[config.mk]
export PLATFORM = sky130hd
export DESIGN_NAME = wb_stage_flat
export DESIGN_NICKNAME = d
export VERILOG_FILES = /design/src/rtl/wb_stage_pkg.sv /design/src/rtl/wb_stage_if.sv /design/src/rtl/wb_stage_load_align.sv /design/src/rtl/wb_stage.sv /design/src/flat_wrapper.sv
export SDC_FILE = /design/constraint.sdc
export NUM_CORES = 1
export LEC_CHECK = 0
export ABC_AREA = 1
export BUFFER_PORTS_ARGS = -buffer_cell sky130_fd_sc_hd__buf_2
export CORE_AREA = 2 2 116 163
export CTS_BUF_LIST = sky130_fd_sc_hd__clkbuf_8
export DETAILED_ROUTE_END_ITERATION = 16
export DIE_AREA = 0 0 118 165
export PLACE_DENSITY = 0.65
export SLEW_MARGIN = 5
export SYNTH_ARGS = -nofsm -noshare
export SYNTH_HDL_FRONTEND = slang
export SYNTH_SLANG_ARGS = --single-unit
[constraint.sdc]
create_clock -name clk -period 1.9 [get_ports clk]
set_clock_uncertainty 0.1 [all_clocks]
set_input_delay 0 -clock clk [delete_from_list [all_inputs] [get_ports clk]]
set_output_delay 0 -clock clk [all_outputs]
set_load 0.1 [all_outputs]
[src/rtl/wb_stage_pkg.sv]
// wb_stage_pkg: shared types and load encodings for the writeback stage
package wb_stage_pkg;
  typedef enum logic [1:0] {WB_ALU, WB_MEM, WB_PC4, WB_CSR} wb_sel_e;
  typedef enum logic {IDLE, WAIT_LOAD} wb_state_e;
  localparam logic [2:0] F3_LB  = 3'b000;
  localparam logic [2:0] F3_LH  = 3'b001;
  localparam logic [2:0] F3_LW  = 3'b010;
  localparam logic [2:0] F3_LBU = 3'b100;
  localparam logic [2:0] F3_LHU = 3'b101;
endpackage

[src/rtl/wb_stage_if.sv]
// wb_stage_if: MEM-side, D-cache and register-file signals of the writeback stage
interface wb_stage_if #(parameter int XLEN = 32, parameter int REG_AW = 5, parameter int CNT_W = 64);
  logic              flush;
  logic              mem_valid;
  logic              mem_ready;
  logic [REG_AW-1:0] mem_rd;
  logic              mem_reg_wr;
  logic [1:0]        mem_wb_sel;
  logic [2:0]        mem_funct3;
  logic [XLEN-1:0]   mem_alu_res;
  logic [XLEN-1:0]   mem_pc4;
  logic [XLEN-1:0]   mem_csr_rd;
  logic              dc_rvalid;
  logic [XLEN-1:0]   dc_rdata;
  logic              W_en;
  logic [REG_AW-1:0] addres_D;
  logic [XLEN-1:0]   data_in;
  logic              wb_retire;
  logic [CNT_W-1:0]  instret;
  modport master (
    output flush, mem_valid, mem_rd, mem_reg_wr, mem_wb_sel, mem_funct3, mem_alu_res, mem_pc4,
           mem_csr_rd, dc_rvalid, dc_rdata,
    input  mem_ready, W_en, addres_D, data_in, wb_retire, instret
  );
  modport slave (
    input  flush, mem_valid, mem_rd, mem_reg_wr, mem_wb_sel, mem_funct3, mem_alu_res, mem_pc4,
           mem_csr_rd, dc_rvalid, dc_rdata,
    output mem_ready, W_en, addres_D, data_in, wb_retire, instret
  );
endinterface

[src/rtl/wb_stage_load_align.sv]
// wb_stage_load_align: extracts and extends the addressed byte/half from a D-cache word
module wb_stage_load_align
  import wb_stage_pkg::*;
#(
    parameter int XLEN = 32
) (
    input  logic [2:0]      funct3,
    input  logic [1:0]      addr,
    input  logic [XLEN-1:0] word,
    output logic [XLEN-1:0] result
);
    logic [7:0]  b;
    logic [15:0] h;
    assign b = word[{addr, 3'b000} +: 8];
    assign h = addr[1] ? word[31:16] : word[15:0];
    assign result = funct3 == F3_LB  ? {{(XLEN-8){b[7]}}, b} :
                    funct3 == F3_LBU ? {{(XLEN-8){1'b0}}, b} :
                    funct3 == F3_LH  ? {{(XLEN-16){h[15]}}, h} :
                    funct3 == F3_LHU ? {{(XLEN-16){1'b0}}, h} : word;
endmodule

[src/rtl/wb_stage.sv]
// wb_stage: MEM/WB register, load-miss wait FSM, result select and instret counter
module wb_stage
  import wb_stage_pkg::*;
#(
    parameter int XLEN   = 32,
    parameter int REG_AW = 5,
    parameter int CNT_W  = 64
) (
    input logic       clk,
    input logic       rst,
    wb_stage_if.slave bus
);
    wb_state_e         state, state_n;
    logic [REG_AW-1:0] rd_q, rd_c;
    logic              wr_q, wr_c;
    logic [2:0]        f3_q, f3_c;
    logic [1:0]        addr_q, addr_c;
    logic              cap, is_mem, commit;
    logic [XLEN-1:0]   ld, res;
    wb_sel_e           sel;
    assign sel    = wb_sel_e'(bus.mem_wb_sel);
    assign is_mem = sel == WB_MEM;
    assign cap    = bus.mem_valid && bus.mem_ready && !bus.flush;
    always_ff @(posedge clk) begin
        state <= rst ? IDLE : state_n;
    end
    always_comb begin
        state_n = state == IDLE ? ((cap && is_mem && !bus.dc_rvalid) ? WAIT_LOAD : IDLE)
                                : ((bus.flush || bus.dc_rvalid) ? IDLE : WAIT_LOAD);
    end
    always_comb begin
        bus.mem_ready = state == IDLE;
        commit = state == IDLE ? cap && (!is_mem || bus.dc_rvalid) : !bus.flush && bus.dc_rvalid;
    end
    // A waiting load commits from the held entry; everything else commits straight from MEM.
    always_comb begin
        rd_c   = state == IDLE ? bus.mem_rd : rd_q;
        wr_c   = state == IDLE ? bus.mem_reg_wr : wr_q;
        f3_c   = state == IDLE ? bus.mem_funct3 : f3_q;
        addr_c = state == IDLE ? bus.mem_alu_res[1:0] : addr_q;
        res    = (state == WAIT_LOAD || is_mem) ? ld :
                 sel == WB_PC4 ? bus.mem_pc4 :
                 sel == WB_CSR ? bus.mem_csr_rd : bus.mem_alu_res;
    end
    wb_stage_load_align #(.XLEN(XLEN)) u_align (
        .funct3(f3_c),
        .addr  (addr_c),
        .word  (bus.dc_rdata),
        .result(ld)
    );
    always_ff @(posedge clk) begin
        if (cap) begin
            rd_q   <= bus.mem_rd;
            wr_q   <= bus.mem_reg_wr;
            f3_q   <= bus.mem_funct3;
            addr_q <= bus.mem_alu_res[1:0];
        end
    end
    always_ff @(posedge clk) begin
        if (rst) begin
            bus.W_en      <= 1'b0;
            bus.addres_D  <= '0;
            bus.data_in   <= '0;
            bus.wb_retire <= 1'b0;
            bus.instret   <= '0;
        end else begin
            bus.W_en      <= commit && wr_c && rd_c != '0;
            bus.addres_D  <= commit ? rd_c : '0;
            bus.data_in   <= commit ? res : '0;
            bus.wb_retire <= commit;
            if (commit) bus.instret <= bus.instret + 1'b1;
        end
    end
endmodule

[src/flat_wrapper.sv]
// flat-port wrapper written by rule: the top's interface ports become plain ports
module wb_stage_flat import wb_stage_pkg::*;
#(
    parameter int XLEN   = 32,
    parameter int REG_AW = 5,
    parameter int CNT_W  = 64
)
  (clk, rst, bus_flush, bus_mem_valid, bus_mem_rd, bus_mem_reg_wr, bus_mem_wb_sel, bus_mem_funct3, bus_mem_alu_res, bus_mem_pc4, bus_mem_csr_rd, bus_dc_rvalid, bus_dc_rdata, bus_mem_ready, bus_W_en, bus_addres_D, bus_data_in, bus_wb_retire, bus_instret);
  wb_stage_if #(.XLEN(XLEN), .REG_AW(REG_AW), .CNT_W(CNT_W)) bus_i ();
  input logic clk;
  input logic rst;
  input wire logic [$bits(bus_i.flush)-1:0] bus_flush;
  input wire logic [$bits(bus_i.mem_valid)-1:0] bus_mem_valid;
  input wire logic [$bits(bus_i.mem_rd)-1:0] bus_mem_rd;
  input wire logic [$bits(bus_i.mem_reg_wr)-1:0] bus_mem_reg_wr;
  input wire logic [$bits(bus_i.mem_wb_sel)-1:0] bus_mem_wb_sel;
  input wire logic [$bits(bus_i.mem_funct3)-1:0] bus_mem_funct3;
  input wire logic [$bits(bus_i.mem_alu_res)-1:0] bus_mem_alu_res;
  input wire logic [$bits(bus_i.mem_pc4)-1:0] bus_mem_pc4;
  input wire logic [$bits(bus_i.mem_csr_rd)-1:0] bus_mem_csr_rd;
  input wire logic [$bits(bus_i.dc_rvalid)-1:0] bus_dc_rvalid;
  input wire logic [$bits(bus_i.dc_rdata)-1:0] bus_dc_rdata;
  output wire logic [$bits(bus_i.mem_ready)-1:0] bus_mem_ready;
  output wire logic [$bits(bus_i.W_en)-1:0] bus_W_en;
  output wire logic [$bits(bus_i.addres_D)-1:0] bus_addres_D;
  output wire logic [$bits(bus_i.data_in)-1:0] bus_data_in;
  output wire logic [$bits(bus_i.wb_retire)-1:0] bus_wb_retire;
  output wire logic [$bits(bus_i.instret)-1:0] bus_instret;
  assign bus_i.flush = bus_flush;
  assign bus_i.mem_valid = bus_mem_valid;
  assign bus_i.mem_rd = bus_mem_rd;
  assign bus_i.mem_reg_wr = bus_mem_reg_wr;
  assign bus_i.mem_wb_sel = bus_mem_wb_sel;
  assign bus_i.mem_funct3 = bus_mem_funct3;
  assign bus_i.mem_alu_res = bus_mem_alu_res;
  assign bus_i.mem_pc4 = bus_mem_pc4;
  assign bus_i.mem_csr_rd = bus_mem_csr_rd;
  assign bus_i.dc_rvalid = bus_dc_rvalid;
  assign bus_i.dc_rdata = bus_dc_rdata;
  assign bus_mem_ready = bus_i.mem_ready;
  assign bus_W_en = bus_i.W_en;
  assign bus_addres_D = bus_i.addres_D;
  assign bus_data_in = bus_i.data_in;
  assign bus_wb_retire = bus_i.wb_retire;
  assign bus_instret = bus_i.instret;
  wb_stage #(.XLEN(XLEN), .REG_AW(REG_AW), .CNT_W(CNT_W)) u_core (.clk(clk), .rst(rst), .bus(bus_i));
endmodule
== Yosys cells after proc, flatten, opt, wreduce, memory -nomap -nowiden ==
Cells that the tools add are included.
Cells by class
  mux-type cells: 16
  bitwise operators: 2
  shift-type cells: 1
  reductions and logical operators: 17
  add/sub/neg operators: 1
  equal/unequal tests: 6
Operators by type and width (count)
  $mux 32: 7
  $add 64x1->64 const B: 1
  $shiftx 32x6->8: 1
  $mux 16: 1
  $logic_and 1x1->1: 8
  $eq 3x3->1 const B: 2
  $mux 1: 5
  $mux 5: 1
  $reduce_bool 5->1: 1
  $eq 2x2->1 const B: 2
  $eq 3x1->1 const B: 1
  $logic_not 1->1: 3
  $logic_not 3->1: 1
  $logic_or 1x1->1: 3
  $mux 3: 1
  $eq 2x1->1 const B: 1
  $mux 2: 1
  $not 1->1: 2
  $reduce_or 2->1: 1
Word-level totals
  flip-flop bits (word level): 115
  input bits: 144

== Longest topological paths before layout ==
Gate-level depths: netlist of run 1.
  word-level depth: 7
  depth in mapped cells: 13
  depth with buffers taken out: 12

== By module ==
From an unflattened synthesis of run 1, not the netlist that was laid out.
Unflattened totals
  cell total of the unflattened synthesis: 1180
  area, all modules: 7274.5 µm²
Modules (own cells, without submodules)
  wb_stage: cells an instance 923, area an instance 6155.9 µm², instances 1, seq. area each 2412.3 µm²
  wb_stage_load_align: cells an instance 257, area an instance 1118.6 µm², instances 1, seq. area each 0.0 µm²

== Least setup slack after synthesis of run 1 ==
No wires, ideal clock.
  path type: reg2reg
  start point: register u_core.bus.instret[0]
  end point: register u_core.bus.instret[58]
  path buffers: 0
  arrival time: 2243 ps
  period minus slack after synthesis: 2460 ps
  slack: -560 ps
  cell stages (with the launch flop): 13
  data required time: 1683 ps
  cell sequence: dfxtp_1 > ha_1 > inv_1 > nor2_1 > nand2_2 > inv_2 > nand2_1 > nor2_1 > nand2_1 > nor2_1 > nand2_1 > nand2_1 > nor2_1
Between the ends
  longest elaborated chain between the ends: 1
RTL lines
  from (decl): line wb_stage_if.sv:28  | output mem_ready, W_en, addres_D, data_in, wb_retire, instret
  from (signal assigned): line wb_stage.sv:71  | if (commit) bus.instret <= bus.instret + 1'b1;
  $add 64x1->64: line wb_stage.sv:71
No other way between the ends.
A chain may end at the register's enable or synchronous reset.

== Final worst setup path of run 1 ==
  start point: register u_core.bus.instret[0]
  end point: register u_core.bus.instret[56]
Same word-level chain as after synthesis.

==> run summary, run 1 <==
* **run status** finished clean
* **number of endpoints failing setup at the final stage** 0
* **most numerous cell in the Yosys netlist** nand2_1
* **num ports** 248
* **area occupied by registers** 0.002515 sq mm
* **cell type with the largest total area after synthesis** dfxtp_1
* **fill cell count** 1749
* **power per cell area** 578.1 mW/mm^2
* **count of flip-flops with a built-in enable after synthesis** 11
* **clock tree from TritonCTS** done
* **switching power as a share of total power** 30.48%
* **root buffer cell** clkbuf_8
* **antenna-violating nets left** 0
* **DRC violation count after routing** 0
* **area taken by multi-input logic gates** 0.004046 sq mm
* **path class of the lowest-slack min-delay path** in2reg
* **die outline height** 165 um
* **crit share post-route** 94.80%
* **cells after synthesis** 1155
* **worst-case vdd ir drop** 0.5278 mV
* **final core utilization** 59.37%
* **drt first pass iters** 5
* **Clk pin slew, worst setup/hold paths** 0.08 ns
* **kind of end point of the critical path** register
* **Maximum Capacitance Violations** 0
* **DRC violation total after the first TritonRoute iteration** 577
* **leakage power total** 4.905 nW
* **flop and latch count out of synthesis** 115
* **Nets** 1699
* **average detailed-routed wire length per instance** 15.90 um
* **maximum fanout count along the critical path** 6
* **top post-synthesis cells by area** dfxtp_1 (29%), nand2_1 (20%), nor2_1 (8.8%)
* **CTS H-tree depth** 4
* **startpoint of the most critical hold path** bus_mem_wb_sel[0]
* **critical path required time** 2.14 ns
* **CP arrival** 2.04 ns
* **count of pins over their slew limit** 0
* **routed wire length** 28730 um
* **crit path launch** u_core.bus.instret[0]
* **largest buffer count on any clock path** 2
* **ratio of cells with drive above 1 in the final layout** 28.97%
* **gr usage total** 29.33%
* **switching pwr** 1.876 mW
* **Slew @ Worst Pin** 0.5644 ns
* **half-perimeter wire length after detailed placement** 21670 um
* **area of the die** 0.01947 sq mm
* **Clock Latency Late Sink** 0.45 ns
* **Post-CTS Repair Setup Buffers** 0
* **mean post-synth cell area** 6.161 sq um
* **Hold Violations, Final** 0
* **worst relative slew slack** 62.34%
* **kind of start point of the critical path** register
* **dominant register cell in the synthesized netlist** dfxtp_1
* **post-synthesis sequential area ratio** 33.90%
* **highest clock frequency the design can meet** 555.2 MHz
* **top cells by instance count after synthesis** nand2_1 (372), nor2_1 (167), inv_1 (112)
* **maximum number of pins on one net before global-route repair** 33
* **critical setup path kind** reg2reg
* **worst r2r src** u_core.bus.instret[0]
* **Critical Path Slowest Stage Cell** dfxtp_4
* **n_diodes** 0
* **share of power burned in registers** 40.5%
* **Synthesis Warnings** 0
* **GPL Wtd Cong** 0.9793
* **total placed cells including tap cells** 1652
* **Area Growth Syn to Fin** 49.57%
* **routed via count** 9160
* **Hold Slack** 0.1174 ns
* **Die Wd** 118 um
* **global-route wire length before repair** 44260 um
* **clock sink count** 115
* **top-area cell type share of the netlist area** 29.26%
* **P_int** 4.277 mW
* **total core area** 0.01792 sq mm
* **cts bufs inserted** 17
* **initial antenna violation count** 1
* **Port-buffer cells** 247
* **setup slack after layout** 0.09874 ns
* **Final min period** 1.801 ns
* **vias per inst** 5.069
* **combinational cell fraction of total power** 20.0%
* **Cell Area, Synth** 0.007116 sq mm
* **buffer and inverter count on the worst path** 1
* **placement-stage worst setup slack** -0.05175 ns
* **slowest cell delay on critical path** 0.37 ns
* **syn nets** 1300
* **cell type group with the largest total delay on the critical path** simple AND/OR/NAND/NOR gates
* **number of global-route vias before repair** 8836
* **aggregate global routing overflow** 0
* **Starting Density** 39.70%
* **number of library cell types mapped by synthesis** 40
* **proportion of synthesized flip-flops having asynchronous set or reset** 0%
* **Clock power frac** 39.5%
* **Std-Cell Rows** 58
* **post-route non-filler standard cell count** 1807
* **Critical Path, Cell by Cell** ha_1, inv_1, nor2_4, nand2_4, nor2_2, nand3_1, nor2_1, nand3_1, nand2_1, nor2_1
==> sequential cells by signal, summed over array words and instances, names as in the netlist <==
| signal | cells |
|---|---|
| u_core.rd_q | 5 |
| u_core.state | 1 |
| u_core.f3_q | 3 |
| u_core.wr_q | 1 |
| u_core.bus.data_in | 32 |
| u_core.bus.instret | 64 |
| u_core.bus.W_en | 1 |
| u_core.bus.wb_retire | 1 |
| u_core.bus.addres_D | 5 |
| u_core.addr_q | 2 |
==> cell usage in the layout, fill, tap and decap left out, types with 8 or more instances in the layout <==
cell type and count:
nor2_4 8, dfxtp_2 52, nor2_2 19, buf_2 247, o211ai_1 9, nor2_1 152
dfxtp_4 10, edfxtp_1 11, clkbuf_8 17, nand3_1 103, a21oi_1 70, inv_1 112
nor3_1 12, o21ai_0 56, nand2_1 371, nand4_1 12, buf_4 49, dfxtp_1 42
dlygate4sd3_1 123
==> power by group through the flow <==
stage / registers (mW) / logic, mW / clock network [mW]
2_1_floorplan: 2.77 / 0.410 / 0
3_3_place_gp: 2.55 / 0.982 / 0
3_5_place_dp: 2.55 / 0.987 / 0
4_1_cts: 2.49 / 1.21 / 2.49
5_1_grt: 2.49 / 1.32 / 2.60
6_report: 2.49 / 1.23 / 2.43
==> area by class of cell <==
type	instances	area share [%]
Clock buffer	17	2.198
Clock inverter	15	1.693
Inverter	123	4.432
Multi-Input combinational cell	875	38.02
Sequential cell	115	23.63
Tap cell	240	2.822
Timing Repair Buffer	422	27.20
==> metrics by stage <==
step / power [mW] / instance area (sq um) / TNS [ns]
after floorplan: 3.177 / 7217 / 0
after global placement: 3.530 / 8929 / -0.002912
after detailed placement: 3.534 / 8929 / -0.2976
after CTS: 6.184 / 10580 / 0
after global routing: 6.410 / 10640 / -0.004035
final: 6.153 / 10640 / 0
==> logic make-up after synthesis <==
logic type / count (synthesis) / share of synthesized area, %
buf+inv: 165 / 10.22
fa+ha+maj: 1 / 0.1758
simple gates: 702 / 41.76
xor+xnor: 8 / 0.9847
mux: 5 / 0.7034
compound gates: 159 / 12.26
flops: 115 / 33.90
==> worst min-delay path, stage by stage <==
cell     delay, ns
buf_2         0.12
inv_1         0.05
nor2_1        0.06
nand2_1       0.12
nand2_4       0.14
nand2_1       0.08
a21oi_1       0.06
==> path summary, 6_finish.rpt <==
check	slack [ns]	end	depth (start not counted)
max	0.1	u_core.bus.instret[56]	10
min	0.12	u_core.bus.instret[7]	7
max reg2reg	0.1	u_core.bus.instret[56]	10
min reg2reg	0.36	u_core.bus.instret[0]	1
==> timing repair <==
item | CTS | global route
endpoints found under the hold margin | 51 | 0
pin swaps | 0 | 1
setup endpoints to repair | 14 | 32
gates resized for setup | 1 | 21
hold buffers | 123 | 0
==> layer usage <==
layer | part of all wire [%] | GRT usage [%] | routed length [um]
met1 | 35 | 28.03 | 9930
met2 | 53 | 56.63 | 15260
met3 | 6.2 | 6.388 | 1780
met4 | 6.1 | 18.62 | 1757
met5 | 0.038 | 0 | 11
(Power assumes the default switching activity.)
==> run 2: changes to the inputs <==
Clock period 1.9 ns to 1.7 ns, I/O delays scaled along.
==> run 2 against run 1 <==
The flow now finishes with violations (setup timing). Total power rose by 11%. First-iteration DRC count up 8.0%. Design area rose by 13%. Sequential cell count stayed put. Global-route usage grew 1.4 points. Via count rose by 4.4%. Cell count rose by 4.7%. Setup slack got worse by 0.13 ns. Core utilization grew 7.9 points. Wire length up 7.4%. Sequential power is 9.2% higher. Highest routed layer is now met4.
==> run summary, run 2 (synthesized netlist as in run 1, its figures left out) <==
* **power per cell area** 564.7 mW/mm^2, -2.3%
* **CP arrival** 2.00 ns, -0.04 ns
* **Slew @ Worst Pin** 0.5289 ns, -0.03543 ns
* **P_int** 4.684 mW, +9.5%
* **gr usage total** 30.77%, +1.4 points
* **antenna-violating nets left** 0, unchanged
* **routed wire length** 30850 um, +7.4%
* **maximum fanout count along the critical path** 7, +1
* **combinational cell fraction of total power** 21.6%, +1.6 points
* **Clock Latency Late Sink** 0.45 ns, about the same
* **most frequent standard cell in the layout excluding fill and tap cells** nand2_1
* **num ports** 248, unchanged
* **Starting Density** 39.70%, unchanged
* **final instance area** 0.01205 sq mm, +13%
* **Hold Violations, Final** 0, unchanged
* **clock sink count** 115, unchanged
* **critical setup path kind** reg2reg
* **leakage power total** 5.539 nW, +13%
* **Std-Cell Rows** 58, unchanged
* **Die Wd** 118 um, unchanged
* **Final min period** 1.730 ns, -0.07168 ns
* **crit share post-route** 101.7%, +6.9 points
* **Nets** 1784, +5.0%
* **count of pins over their slew limit** 0, unchanged
* **Power, Total** 6.805 mW, +11%
* **initial antenna violation count** 0, -1
* **kind of end point of the critical path** register
* **clock tree from TritonCTS** done
* **cell depth of the worst flop-to-flop path** 11, +1
* **n_diodes** 0, unchanged
* **worst r2r src** u_core.state
* **maximum number of pins on one net before global-route repair** 41, +24%
* **root buffer cell** clkbuf_8
* **routed via count** 9559, +4.4%
* **register bank with the most flops** u_core.bus.instret
* **register-to-register setup slack** -0.03 ns, -0.13 ns
* **die outline height** 165 um, unchanged
* **area of the die** 0.01947 sq mm, unchanged
* **Port-buffer cells** 247, unchanged
* **Clock power frac** 38.5%, -1.0 points
* **GPL Wtd Cong** 0.9553, -2.5%
* **switching power as a share of total power** 31.16%, +0.68 points
* **number of global-route vias before repair** 9411, +6.5%
* **number of endpoints failing setup at the final stage** 3, +3
* **largest buffer count on any clock path** 2, unchanged
* **path class of the lowest-slack min-delay path** in2reg
* **aggregate global routing overflow** 0, unchanged
* **drt first pass iters** 5, unchanged
* **half-perimeter wire length after detailed placement** 22220 um, +2.5%
* **average detailed-routed wire length per instance** 16.31 um, +2.6%
* **CTS H-tree depth** 4, unchanged
* **flip-flop count of the largest register after layout** 64, unchanged
* **unrepaired setup endpoints after global routing** true
* **highest clock frequency the design can meet** 578.2 MHz, +4.1%
* **Clk pin slew, worst setup/hold paths** 0.08 ns, about the same
* **vias per inst** 5.052, -0.33%
* **total core area** 0.01792 sq mm, unchanged
* **placement-stage worst setup slack** -0.1310 ns, -0.07928 ns
* **total placed cells including tap cells** 1730, +4.7%
* **DRC violation total after the first TritonRoute iteration** 623, +8.0%
* **kind of start point of the critical path** register
* **worst-case vdd ir drop** 0.3369 mV, -36%
* **critical path required time** 1.97 ns, -0.17 ns
* **violations in the final reports** setup timing
* **DRC violation count after routing** 0, unchanged
* **end of the critical path** u_core.bus.instret[37]
* **Hold Slack** 0.04641 ns, -0.07096 ns
* **Maximum Capacitance Violations** 0, unchanged
* **fill cell count** 1539, -12%
* **Area after DPL** 0.009752 sq mm, +9.2%
* **largest registers** u_core.bus.instret (64), u_core.bus.data_in (32)
* **ratio of cells with drive above 1 in the final layout** 39.47%, +10 points
* **share of power burned in registers** 39.9%, -0.6 points
* **worst relative slew slack** 64.98%, +2.6 points
* **commonest cells after routing, fill and taps aside** nand2_1 (340), buf_2 (247), nor2_1 (117), dlygate4sd3_1 (117), buf_4 (117)
* **cts bufs inserted** 17, unchanged
* **Area Growth Syn to Fin** 69.35%
* **global-route wire length before repair** 46780 um, +5.7%
* **post-route non-filler standard cell count** 1892, +4.7%
* **crit path launch** u_core.state
* **setup slack after layout** -0.02958 ns, -0.1283 ns
* **switching pwr** 2.121 mW, +13%
* **worst flop-to-flop path endpoint** u_core.bus.instret[37]
* **run status** complete, but fails checks
run 2: critical path, stage by stage (launching register included):
cell     delay, ns
dfxtp_2       0.33
buf_4         0.13
nand3_1       0.12
nand2_4       0.12
nand2_8       0.10
nor2_4        0.19
nand2_2       0.08
nor2_4        0.23
nand2_1       0.09
nand2_1       0.07
inv_1         0.04
nor2_1        0.07
run 2: per-stage QoR:
step | setup TNS, ns | utilization [%]
2_1_floorplan | -0.1456 | -
3_3_place_gp | -0.6673 | 54.40
3_5_place_dp | -1.259 | 54.40
4_1_cts | -0.02854 | 63.71
5_1_grt | -2.919 | 67.23
6_report | -0.05568 | 67.23
run 2: layout make-up:
type / instances / area, sq um / area share, %
Multi-Input combinational cell: 875 / 4591 / 38.10
Sequential cell: 115 / 2620 / 21.74
Timing Repair Buffer: 506 / 3646 / 30.26
Clock inverter: 13 / 133.9 / 1.111
Tap cell: 240 / 300.3 / 2.492
Inverter: 123 / 494.2 / 4.101
Clock buffer: 19 / 261.5 / 2.170
Timing Repair inverter: 1 / 3.754 / 0.03115
run 2: what timing repair did:
action	CTS	global route
buffers inserted	2	10
pin swaps	4	43
hold endpoints to repair	57	7
cloned	1	1
setup endpoints to repair	48	83
hold buffers	112	5
gates resized for setup	33	141
run 2: worst min path at each step:
stage / start / endpoint / depth (start not counted)
6_report: bus_mem_valid / u_core.addr_q[1] / 4
3_5_place_dp: bus_mem_rd[3] / u_core.rd_q[3] / 1
3_3_place_gp: bus_mem_rd[1] / u_core.rd_q[1] / 1
5_1_grt: bus_mem_valid / u_core.rd_q[4] / 4
2_1_floorplan: bus_dc_rvalid / u_core.state / 1
4_1_cts: rst / u_core.bus.instret[57] / 2
run 2: power groups by stage:
| stage | clock [mW] | combinational, mW | sequential [mW] |
|---|---|---|---|
| after floorplan | 0 | 0.460 | 3.03 |
| final | 2.62 | 1.47 | 2.72 |
| after global routing | 2.80 | 1.57 | 2.72 |
| after detailed placement | 0 | 1.13 | 2.78 |
| after CTS | 2.66 | 1.37 | 2.72 |
| after global placement | 0 | 1.12 | 2.78 |
run 2: metal layers:
layer  up-vias  share of wire [%]  global-route usage, %
met5         -                  0                      0
met4         0                6.8                  21.47
met3       118                5.9                  5.525
met2       447                 52                  57.56
met1      4329                 35                  30.89
li1       4665                  -                      -
==> run 3: changes to the inputs <==
Settings changed: CTS_CLUSTER_SIZE from default to 24, MAX_ROUTING_LAYER from default to met4.
==> run 3 against run 2 <==
The run still ends with setup timing left. Total power down 1.1%. Register-to-register slack hardly changed. Global-route usage rose by 1.1 points. Clock power is 2% lower. Core utilization is 0.28 points lower. Largest cell class unchanged. Largest power group unchanged. Highest routed layer unchanged.
==> run summary, run 3 (synthesized netlist as in run 1, its figures left out) <==
* **total core area** 0.01792 sq mm, unchanged
* **routed via count** 9527, -0.33%
* **number of endpoints failing setup at the final stage** 7, +4
* **register-to-register setup slack** -0.03 ns, about the same
* **root buffer cell** clkbuf_8
* **gr usage total** 31.82%, +1.1 points
* **register bank with the most flops** u_core.bus.instret
* **final instance area** 0.01200 sq mm, -0.41%
* **area of the die** 0.01947 sq mm, unchanged
* **GR Layer Usage met1** 31.03%, +0.15 points
* **worst-case vdd ir drop** 0.3328 mV, -1.2%
* **path class of the lowest-slack min-delay path** in2reg
* **CP arrival** 1.98 ns, -0.02 ns
* **routed wire length** 30730 um, -0.40%
* **fraction of met3 tracks used by global routing** 4.834%, -0.69 points
* **highest clock frequency the design can meet** 579.1 MHz, +0.16%
* **Clk pin slew, worst setup/hold paths** 0.08 ns, about the same
* **Maximum Capacitance Violations** 0, unchanged
* **aggregate global routing overflow** 0, unchanged
* **die outline height** 165 um, unchanged
* **cts bufs inserted** 17, unchanged
* **worst flop-to-flop path endpoint** u_core.bus.instret[34]
* **DRC violation total after the first TritonRoute iteration** 517, -17%
* **end of the critical path** u_core.bus.instret[34]
* **Clock Latency Late Sink** 0.46 ns, about the same
* **Std-Cell Rows** 58, unchanged
* **critical path required time** 1.96 ns, about the same
* **CTS H-tree depth** 4, unchanged
* **area taken by multi-input logic gates** 0.004518 sq mm, -1.6%
* **drt first pass iters** 7, +2
* **Nets** 1796, +0.67%
* **final core utilization** 66.95%, -0.28 points
* **maximum number of pins on one net before global-route repair** 41, unchanged
* **global-route wire length before repair** 46680 um, -0.22%
* **Hold Violations, Final** 0, unchanged
* **count of pins over their slew limit** 0, unchanged
* **Area Growth Syn to Fin** 68.65%
* **Port-buffer cells** 247, unchanged
* **GRT met2 Usage** 59.73%, +2.2 points
* **crit share post-route** 101.6%, -0.16 points
* **run status** complete, but fails checks
* **DRC violation count after routing** 0, unchanged
* **flip-flop count of the largest register after layout** 64, unchanged
* **setup slack after layout** -0.02682 ns, +0.002761 ns
* **vias per inst** 5.004, -0.96%
* **violations in the final reports** setup timing
* **worst r2r src** u_core.bus.instret[11]
* **cell depth of the worst flop-to-flop path** 8, -3
* **kind of end point of the critical path** register
* **placement-stage worst setup slack** -0.1303 ns, +0.0007730 ns
* **unrepaired setup endpoints after global routing** true
* **average detailed-routed wire length per instance** 16.14 um, -1.0%
* **power per cell area** 560.8 mW/mm^2, -0.69%
* **number of global-route vias before repair** 9260, -1.6%
* **num ports** 248, unchanged
* **Die Wd** 118 um, unchanged
* **largest registers** u_core.bus.instret (64), u_core.bus.data_in (32)
* **crit path launch** u_core.bus.instret[11]
* **Area after DPL** 0.009864 sq mm, +1.2%
* **antenna-violating nets left** 0, unchanged
* **ratio of cells with drive above 1 in the final layout** 39.42%, -0.044 points
* **critical setup path kind** reg2reg
* **Slew @ Worst Pin** 0.5356 ns, +0.006679 ns
* **area occupied by registers** 0.002620 sq mm, unchanged
* **clock sink count** 115, unchanged
* **commonest cells after routing, fill and taps aside** nand2_1 (346), buf_2 (247), buf_4 (140)
* **initial antenna violation count** 0, unchanged
* **fill cell count** 1594, +3.6%
* **Starting Density** 39.70%, unchanged
* **n_diodes** 0, unchanged
* **hold depth** 7, +3
* **maximum fanout count along the critical path** 6, -1
* **kind of start point of the critical path** register
* **clock tree from TritonCTS** done
* **GPL Wtd Cong** 0.9424, -1.4%
* **leakage power total** 5.565 nW, +0.47%
* **global route hottest layer** met2
* **Final min period** 1.727 ns, -0.002761 ns
* **most frequent standard cell in the layout excluding fill and tap cells** nand2_1
* **half-perimeter wire length after detailed placement** 22660 um, +2.0%
* **largest buffer count on any clock path** 2, unchanged
* **worst relative slew slack** 64.54%, -0.44 points
-- run 3: changes by cell type in the layout (fill, tap and decap cells not counted), moves of 3 or more --
cell     delta
a21oi_1     +7
a21oi_2     -7
buf_4      +23
buf_6       -7
nand2_1     +6
nand2_2     -5
nor2_1      -3
o21ai_0     +3
o21ai_1     -3
-- run 3: how the worst min path moves through the flow --
| stage | end | from | slack [ns] |
|---|---|---|---|
| floorplan | u_core.state | bus_dc_rvalid | -0.02 |
| global placement | u_core.rd_q[1] | bus_mem_rd[1] | 0.10 |
| detailed placement | u_core.rd_q[4] | bus_mem_rd[4] | 0.10 |
| CTS | u_core.bus.data_in[4] | bus_mem_wb_sel[0] | 0.05 |
| global route | u_core.bus.data_in[4] | bus_mem_wb_sel[0] | 0.11 |
| finish | u_core.bus.data_in[4] | bus_mem_wb_sel[0] | 0.08 |
-- run 3: timing repair --
action                                  CTS  global route
pin swaps                                15            34
hold buffers                            116             0
setup buffers                             8             4
endpoints found under the setup margin   64            90
resized for setup                        44            98
hold endpoints to repair                 58             0
-- run 3: area by class of cell --
class                      instances  share of cell area (%)
clock buffer                      18                   2.064
clock inverter                    14                   1.168
inverter                         123                   4.035
multi-input combinational        875                   37.65
sequential                       115                   21.83
tap                              240                   2.502
timing repair buffer             519                   30.75
-- run 3: worst max-delay path, stage by stage, from the launching register on --
cell and delay, ns:
dfxtp_4 0.36, buf_6 0.10, nand2_4 0.06, nor2_4 0.22, nand4_1 0.20, nor2_4 0.18
buf_6 0.12, a21oi_1 0.09, nor3b_2 0.21
-- run 3: through the flow --
stage | power, mW | instances | setup TNS, ns | hold slack [ns]
after floorplan | 3.489 | 1155 | -0.1456 | -0.02069
after global placement | 3.904 | 1745 | -1.174 | 0.1020
after detailed placement | 3.909 | 1745 | -1.885 | 0.1031
after CTS | 6.725 | 1901 | -0.09338 | 0.05447
after global routing | 6.986 | 1904 | -4.585 | 0.1101
final | 6.729 | 1904 | -0.09551 | 0.07924
-- run 3: layer usage --
metal / vias to the layer above / wire (um)
met4: 0 / 1890
met2: 458 / 16270
met5: - / 0
met1: 4272 / 10820
li1: 4693 / -
met3: 104 / 1747
-- run 3: power by group --
part	switching [mW]	internal (mW)
clock	1.34	1.24
combinational	0.843	0.589
sequential	0.0156	2.70
